## config.mk

```make
export PLATFORM = sky130hd
export DESIGN_NAME = decode_stage
export DESIGN_NICKNAME = d
export VERILOG_FILES = /design/src/rtl/rv32_pkg.sv /design/src/rtl/imm_gen.sv /design/src/rtl/decode_stage.sv
export SDC_FILE = /design/constraint.sdc
export NUM_CORES = 1
export LEC_CHECK = 0
export ABC_AREA = 1
export ABC_CLOCK_PERIOD_IN_PS = 1400
export BUFFER_PORTS_ARGS = -buffer_cell sky130_fd_sc_hd__buf_2
export CORE_ASPECT_RATIO = 0.7
export CORE_UTILIZATION = 43
export DETAILED_ROUTE_END_ITERATION = 12
export PLACE_DENSITY = 0.81
export RECOVER_POWER = 25
export SYNTH_ARGS = -nofsm -noshare
export SYNTH_HDL_FRONTEND = slang
export SYNTH_SLANG_ARGS = --single-unit
```

## constraint.sdc

```tcl
create_clock -name clk -period 1.4 [get_ports clk]
set_input_delay 0.07 -clock clk [delete_from_list [all_inputs] [get_ports clk]]
set_output_delay 0.07 -clock clk [all_outputs]
set_load 0.03 [all_outputs]
```

## src/rtl/rv32_pkg.sv

```systemverilog
// RV32I decode constants: opcodes, ALU op encoding, immediate formats and the packed control bundle.
package rv32_pkg;

  localparam logic [6:0] OPC_LUI    = 7'b0110111;
  localparam logic [6:0] OPC_AUIPC  = 7'b0010111;
  localparam logic [6:0] OPC_JAL    = 7'b1101111;
  localparam logic [6:0] OPC_JALR   = 7'b1100111;
  localparam logic [6:0] OPC_BRANCH = 7'b1100011;
  localparam logic [6:0] OPC_LOAD   = 7'b0000011;
  localparam logic [6:0] OPC_STORE  = 7'b0100011;
  localparam logic [6:0] OPC_OPIMM  = 7'b0010011;
  localparam logic [6:0] OPC_OP     = 7'b0110011;

  typedef enum logic [3:0] {
    ALU_ADD   = 4'd0,
    ALU_SUB   = 4'd1,
    ALU_SLL   = 4'd2,
    ALU_SLT   = 4'd3,
    ALU_SLTU  = 4'd4,
    ALU_XOR   = 4'd5,
    ALU_SRL   = 4'd6,
    ALU_SRA   = 4'd7,
    ALU_OR    = 4'd8,
    ALU_AND   = 4'd9,
    ALU_PASSB = 4'd10
  } alu_op_e;

  typedef enum logic [2:0] {IMM_R, IMM_I, IMM_S, IMM_B, IMM_U, IMM_J} imm_fmt_e;

  typedef struct packed {
    logic    alu_src_imm;
    logic    mem_read;
    logic    mem_write;
    logic    reg_write;
    logic    branch;
    logic    jump;
    logic    illegal;
    alu_op_e alu_op;
  } ctrl_t;

  function automatic imm_fmt_e imm_fmt(input logic [6:0] opc);
    case (opc)
      OPC_LUI, OPC_AUIPC:            return IMM_U;
      OPC_JAL:                       return IMM_J;
      OPC_JALR, OPC_LOAD, OPC_OPIMM: return IMM_I;
      OPC_BRANCH:                    return IMM_B;
      OPC_STORE:                     return IMM_S;
      default:                       return IMM_R;
    endcase
  endfunction

  // alt selects SUB/SRA; callers decide when funct7[5] is meaningful
  function automatic alu_op_e alu_from_funct(input logic [2:0] funct3, input logic alt);
    case (funct3)
      3'b000:  return alt ? ALU_SUB : ALU_ADD;
      3'b001:  return ALU_SLL;
      3'b010:  return ALU_SLT;
      3'b011:  return ALU_SLTU;
      3'b100:  return ALU_XOR;
      3'b101:  return alt ? ALU_SRA : ALU_SRL;
      3'b110:  return ALU_OR;
      default: return ALU_AND;
    endcase
  endfunction

endpackage

```

## src/rtl/imm_gen.sv

```systemverilog
// Combinational immediate generator: I/S/B/U/J formats sign-extended to XLEN; R-type and unknown give 0.
module imm_gen #(
  parameter int XLEN = 32
) (
  input  logic [31:0]     instr,
  output logic [XLEN-1:0] imm
);
  import rv32_pkg::*;

  logic [31:0] imm32;

  always_comb begin
    imm32 = '0;
    case (imm_fmt(instr[6:0]))
      IMM_I:   imm32 = {{20{instr[31]}}, instr[31:20]};
      IMM_S:   imm32 = {{20{instr[31]}}, instr[31:25], instr[11:7]};
      IMM_B:   imm32 = {{19{instr[31]}}, instr[31], instr[7], instr[30:25], instr[11:8], 1'b0};
      IMM_U:   imm32 = {instr[31:12], 12'b0};
      IMM_J:   imm32 = {{11{instr[31]}}, instr[31], instr[19:12], instr[20], instr[30:21], 1'b0};
      default: imm32 = '0;
    endcase
  end

  assign imm = {{(XLEN-31){imm32[31]}}, imm32[30:0]};

endmodule

```

## src/rtl/decode_stage.sv

```systemverilog
// RV32I decode stage: 1-cycle decode into ID/EX; load-use inserts one bubble and drops id_ready, ex_stall holds ID/EX.
// Flush beats stall. Define DECODE_WB_BYPASS_EN to forward same-cycle writeback data into the operands.
module decode_stage #(
  parameter int XLEN = 32
) (
  input  logic            clk,
  input  logic            reset,
  input  logic            if_valid,
  input  logic [31:0]     if_instr,
  input  logic [XLEN-1:0] if_pc,
  output logic            id_ready,
  output logic [4:0]      rs1,
  output logic [4:0]      rs2,
  input  logic [XLEN-1:0] reg_read_rs1,
  input  logic [XLEN-1:0] reg_read_rs2,
  input  logic            wb_reg_write,
  input  logic [4:0]      wb_rd,
  input  logic [XLEN-1:0] wb_data,
  input  logic            flush,
  input  logic            ex_stall,
  output logic            ex_valid,
  output logic [XLEN-1:0] ex_pc,
  output logic [XLEN-1:0] ex_rs1_val,
  output logic [XLEN-1:0] ex_rs2_val,
  output logic [XLEN-1:0] ex_imm,
  output logic [4:0]      ex_rd,
  output logic [4:0]      ex_rs1,
  output logic [4:0]      ex_rs2,
  output logic [3:0]      ex_alu_op,
  output logic            ex_alu_src_imm,
  output logic            ex_mem_read,
  output logic            ex_mem_write,
  output logic            ex_reg_write,
  output logic            ex_branch,
  output logic            ex_jump,
  output logic            ex_illegal
);
  import rv32_pkg::*;

  typedef struct packed {
    logic            valid;
    logic [XLEN-1:0] pc;
    logic [XLEN-1:0] rs1_val;
    logic [XLEN-1:0] rs2_val;
    logic [XLEN-1:0] imm;
    logic [4:0]      rd;
    logic [4:0]      rs1;
    logic [4:0]      rs2;
    ctrl_t           ctrl;
  } idex_t;

  idex_t           idex_q, idex_d;
  ctrl_t           dec;
  logic            use_rs1, use_rs2, hazard;
  logic [XLEN-1:0] imm, op1, op2;
  logic [6:0]      opcode;
  logic [2:0]      funct3;
  logic [4:0]      rd;

  assign opcode = if_instr[6:0];
  assign funct3 = if_instr[14:12];
  assign rd     = if_instr[11:7];
  assign rs1    = if_instr[19:15];
  assign rs2    = if_instr[24:20];

  imm_gen #(.XLEN(XLEN)) u_imm_gen (.instr(if_instr), .imm(imm));

  always_comb begin
    dec     = '0;
    use_rs1 = 1'b0;
    use_rs2 = 1'b0;
    case (opcode)
      OPC_LUI:    begin dec.reg_write = 1'b1; dec.alu_src_imm = 1'b1; dec.alu_op = ALU_PASSB; end
      OPC_AUIPC:  begin dec.reg_write = 1'b1; dec.alu_src_imm = 1'b1; end
      OPC_JAL:    begin dec.reg_write = 1'b1; dec.alu_src_imm = 1'b1; dec.jump = 1'b1; end
      OPC_JALR:   begin dec.reg_write = 1'b1; dec.alu_src_imm = 1'b1; dec.jump = 1'b1; use_rs1 = 1'b1; end
      OPC_BRANCH: begin dec.branch = 1'b1; dec.alu_op = ALU_SUB; use_rs1 = 1'b1; use_rs2 = 1'b1; end
      OPC_LOAD:   begin dec.mem_read = 1'b1; dec.reg_write = 1'b1; dec.alu_src_imm = 1'b1; use_rs1 = 1'b1; end
      OPC_STORE:  begin dec.mem_write = 1'b1; dec.alu_src_imm = 1'b1; use_rs1 = 1'b1; use_rs2 = 1'b1; end
      OPC_OPIMM: begin
        dec.reg_write   = 1'b1;
        dec.alu_src_imm = 1'b1;
        // funct7[5] is immediate data except on the right-shift encoding
        dec.alu_op      = alu_from_funct(funct3, if_instr[30] && (funct3 == 3'b101));
        use_rs1         = 1'b1;
      end
      OPC_OP: begin
        dec.reg_write = 1'b1;
        dec.alu_op    = alu_from_funct(funct3, if_instr[30]);
        use_rs1       = 1'b1;
        use_rs2       = 1'b1;
      end
      default:    dec.illegal = 1'b1;
    endcase
    if (rd == 5'd0) dec.reg_write = 1'b0;
  end

`ifdef DECODE_WB_BYPASS_EN
  assign op1 = (rs1 == 5'd0) ? '0 :
               (wb_reg_write && wb_rd != 5'd0 && wb_rd == rs1) ? wb_data : reg_read_rs1;
  assign op2 = (rs2 == 5'd0) ? '0 :
               (wb_reg_write && wb_rd != 5'd0 && wb_rd == rs2) ? wb_data : reg_read_rs2;
`else
  logic unused_wb;
  assign unused_wb = ^{wb_reg_write, wb_rd, wb_data};
  assign op1 = (rs1 == 5'd0) ? '0 : reg_read_rs1;
  assign op2 = (rs2 == 5'd0) ? '0 : reg_read_rs2;
`endif

  assign hazard = if_valid && idex_q.valid && idex_q.ctrl.mem_read && (idex_q.rd != 5'd0) &&
                  ((use_rs1 && idex_q.rd == rs1) || (use_rs2 && idex_q.rd == rs2));

  assign id_ready = flush || (!ex_stall && !hazard);

  // An empty IF/ID slot loads as a bubble so ex_valid=0 always means all controls are 0
  always_comb begin
    idex_d = '0;
    if (if_valid) begin
      idex_d.valid   = 1'b1;
      idex_d.pc      = if_pc;
      idex_d.rs1_val = op1;
      idex_d.rs2_val = op2;
      idex_d.imm     = imm;
      idex_d.rd      = rd;
      idex_d.rs1     = rs1;
      idex_d.rs2     = rs2;
      idex_d.ctrl    = dec;
    end
  end

  always_ff @(posedge clk) begin
    if (reset)         idex_q <= '0;
    else if (flush)    idex_q <= '0;
    else if (ex_stall) idex_q <= idex_q;
    else if (hazard)   idex_q <= '0;
    else               idex_q <= idex_d;
  end

  assign ex_valid       = idex_q.valid;
  assign ex_pc          = idex_q.pc;
  assign ex_rs1_val     = idex_q.rs1_val;
  assign ex_rs2_val     = idex_q.rs2_val;
  assign ex_imm         = idex_q.imm;
  assign ex_rd          = idex_q.rd;
  assign ex_rs1         = idex_q.rs1;
  assign ex_rs2         = idex_q.rs2;
  assign ex_alu_op      = idex_q.ctrl.alu_op;
  assign ex_alu_src_imm = idex_q.ctrl.alu_src_imm;
  assign ex_mem_read    = idex_q.ctrl.mem_read;
  assign ex_mem_write   = idex_q.ctrl.mem_write;
  assign ex_reg_write   = idex_q.ctrl.reg_write;
  assign ex_branch      = idex_q.ctrl.branch;
  assign ex_jump        = idex_q.ctrl.jump;
  assign ex_illegal     = idex_q.ctrl.illegal;

endmodule
```

==> flow_summary.toml <==
[power]
sw_frac_of_total_pct = 27.9
int_pwr_w = 0.00754
vdd_drop_max_uv = 600
cellLeakagePower_nw = 4.69
power.share.combinational_pct = 14.1
p_sw_w = 0.00292
cellPowerDensity_nw_per_um2 = 940
clock_power_share_pct = 42.7
seqPwrFrac_pct = 43.1

[finish]
areaGrowthSynthToFinish_pct = 46.6
register_area_um2 = 3110
area_of_combinational_cells_with_multiple_inputs_um2 = 4130
final_layout_size_suffix_gt1_share_pct = 32.3
most_frequent_cells_in_the_layout = "255 x sky130_fd_sc_hd__buf_2, 246 x sky130_fd_sc_hd__nand2_1, 172 x sky130_fd_sc_hd__a21oi_1"
layout.filler_cells = 1437
final_common_cell = "sky130_fd_sc_hd__buf_2"
nNetsFinal = 1556

[cts]
h-tree-depth = 4
cts_tree = "yes"
ctsLongestPathBuffers = 2
cts_buffers = 17
clk_root_buffer_cell = "sky130_fd_sc_hd__clkbuf_16"
clk_transition_reported_paths_ns = 0.06
clk_latency_ns = 0.43
cts.sink_count = 155

[synth]
seq_area_frac_synth_pct = 40.9
synth.distinct_cells = 27
synth.area.top_cells = "sky130_fd_sc_hd__dfxtp_1 41%, sky130_fd_sc_hd__nand2_1 12%, sky130_fd_sc_hd__a21oi_1 12%"
synthesis.area_um2 = 7590
post_synth_inst_count = 1053
synth-warning-count = 0
async_reset_ff_share_pct = 0
synth_fp_nets = 1224
synth_top_flop_cell = "sky130_fd_sc_hd__dfxtp_1"
post-synth-top-area-fraction_pct = 40.9
biggest_area_consumer_among_synthesized_cells = "sky130_fd_sc_hd__dfxtp_1"
number_of_synthesized_flops_with_an_enable_pin = 0
synth-seq-cells = 155
avgSynthCellArea_um2 = 7.21

[worst_setup_path]
worst-endpoint-arrival_ns = 1.73
timing.reg2reg.setup_slack_ns = -0.40
criticalPathCategory = "flip-flop to output pin"
crit_start = "ex_rd[1]$_SDFFE_PP0N_"
critical_path.max_fanout = 3
critical_path.startpoint_type = "flip-flop"
worst_r2r_endpoint = "ex_imm[9]$_SDFFE_PP0N_"
critical_path_required_ns = 1.33
cp-endpoint = "id_ready"
timing.critical_path.to_type = "output pin"
reg2reg_depth = 10
startpoint_of_the_worst_register_to_register_path = "ex_rd[1]$_SDFFE_PP0N_"

[global_routing]
first_global_vias = 8190
grt_overflow = 0
antenna_violations_before_repair = 2
grt_start_max_net_pins = 97
wire_length_of_the_first_global_routing_pass_mm = 42.4
grt_usage_pct = 29.2

[timing]
max_clock_freq_mhz = 554
slew_headroom_pct = 67.9
final_critical_path_setup_slack_ns = -0.404
worst_pin_slew_ns = 0.482
timing.clock.skew_ns = 0.0154
summed_negative_setup_slack_over_all_endpoints_ns = -47.90
setup_violations = 155
final.hold.worst_slack_ns = 0.00770
post_layout_minimum_cycle_time_ns = 1.80
min_period_over_period_pct = 129
final-hold-violation-count = 0
rsz0062_at_grt = "yes"
final-max-slew-violation-count = 0

[drt]
drt-initial-drc-count = 1052
post_drt_wl_per_cell_um = 16.8
num_vias = 8858
drt-pass1-iter-count = 5
ant_nets = 0
vias_per_cell = 5.43
totalWireLength_mm = 27.5
drc = 0

[job]
maxCapViolCount = 0

[status]
failing_checks = "setup timing"
run_status = "finished with violations"

[placement]
place.port_buffers = 298
routabilityCongestion = 0.913
place_ws_ns = -0.258
place.detailed.hpwl_mm = 17.3

[floorplan]
die_area_um2 = 18200
chipWidth_um = 161
floorplan.initialDensity_pct = 44.1
die-height_um = 113
placeableCoreArea_um2 = 17200
floorplan.rows = 40
ios = 337

[min_path]
worstHoldPathType = "input pin to flip-flop"
[worst min path at each step]
| stage | from | endpoint | slack, ns | depth (start not counted) |
|---|---|---|---|---|
| 2_1_floorplan | flush | id_ready | 0.25 | 1 |
| 4_1_cts | if_pc[18] | ex_pc[18]$_SDFFE_PP0N_ | 0.001 | 4 |
| 5_1_grt | if_pc[18] | ex_pc[18]$_SDFFE_PP0N_ | 0.01 | 4 |
| 3_5_place_dp | ex_stall | ex_rs2_val[20]$_SDFFE_PP0N_ | 0.40 | 3 |
| 3_3_place_gp | if_pc[30] | ex_pc[30]$_SDFFE_PP0N_ | 0.40 | 4 |
| 6_report | if_pc[18] | ex_pc[18]$_SDFFE_PP0N_ | 0.008 | 4 |
[metrics by stage]
stage	cells	total power, W	util [%]	instance area (um2)
2_1_floorplan	1053	0.00540	-	7780
3_3_place_gp	1547	0.00596	56.7	9760
3_5_place_dp	1547	0.00598	56.7	9760
4_1_cts	1625	0.0105	64.0	11000
5_1_grt	1631	0.0108	64.6	11100
6_report	1632	0.0105	64.7	11100
[routing by layer]
metal	GRT usage [%]	wire length, um
met1	37.0	11500
met2	46.6	12600
met5	0	0
met4	12.7	810
met3	8.28	2490
[layout make-up]
type | count | share of cell area [%]
inverters | 15 | 0.562
clock buffers | 17 | 3.82
multi-input cells | 776 | 37.1
clock inverters | 15 | 1.21
diodes | 3 | 0.0674
repair buffers | 420 | 26.7
flip-flops and latches | 155 | 28.0
well taps | 231 | 2.60
[cells in the mapped netlist, drive strengths merged (3+ instances only)]
cell,number
xor2,6
nor3,9
inv,15
buf,47
a21oi,177
nand3,147
nor3b,66
nand2,253
clkbuf,60
nand3b,47
xnor2,3
dfxtp,155
nor2,59
nand4,3
[critical path, stage by stage, from the launching register on]
cell                      delay [ns]
sky130_fd_sc_hd__dfxtp_4        0.36
sky130_fd_sc_hd__or2_4          0.23
sky130_fd_sc_hd__a21oi_2        0.12
sky130_fd_sc_hd__nand3_1        0.10
sky130_fd_sc_hd__nand2_2        0.10
sky130_fd_sc_hd__nand2_4        0.07
sky130_fd_sc_hd__a21o_4         0.21
sky130_fd_sc_hd__buf_6          0.13
[power groups by stage]
| stage | Clock [W] | Combinational [W] | Sequential, W |
|---|---|---|---|
| floorplan | 0 | 0.000661 | 0.00474 |
| detailed placement | 0 | 0.00137 | 0.00461 |
| global route | 0.00472 | 0.00158 | 0.00452 |
| finish | 0.00447 | 0.00148 | 0.00451 |
| global placement | 0 | 0.00135 | 0.00461 |
| CTS | 0.00453 | 0.00145 | 0.00451 |
[sequential cells by signal, indices dropped and copies added, names as in the netlist, 4 cells and up]
register / cells
ex_rs2: 5
ex_rs1: 5
ex_rs2_val: 32
ex_rd: 5
ex_alu_op: 4
ex_pc: 32
ex_rs1_val: 32
ex_imm: 32
[cells by family (layout without fill, tap and decap cells)]
group           Yosys count  count (layout)  synth area share (%)
simple gates            587             587                  37.8
compound gates          180             180                  12.0
flops                   155             155                  40.9
buf+inv                 122             467                  8.29
xor+xnor                  9               9                  1.04
other cells               0               3                     0
[timing repair]
action	CTS	global route
buffers inserted	6	2
resized for setup	30	14
endpoints found under the setup margin	155	155
cloned	7	3
pin swaps	6	0
hold endpoints to repair	35	0
hold buffers	34	0
(Power assumes the default switching activity.)
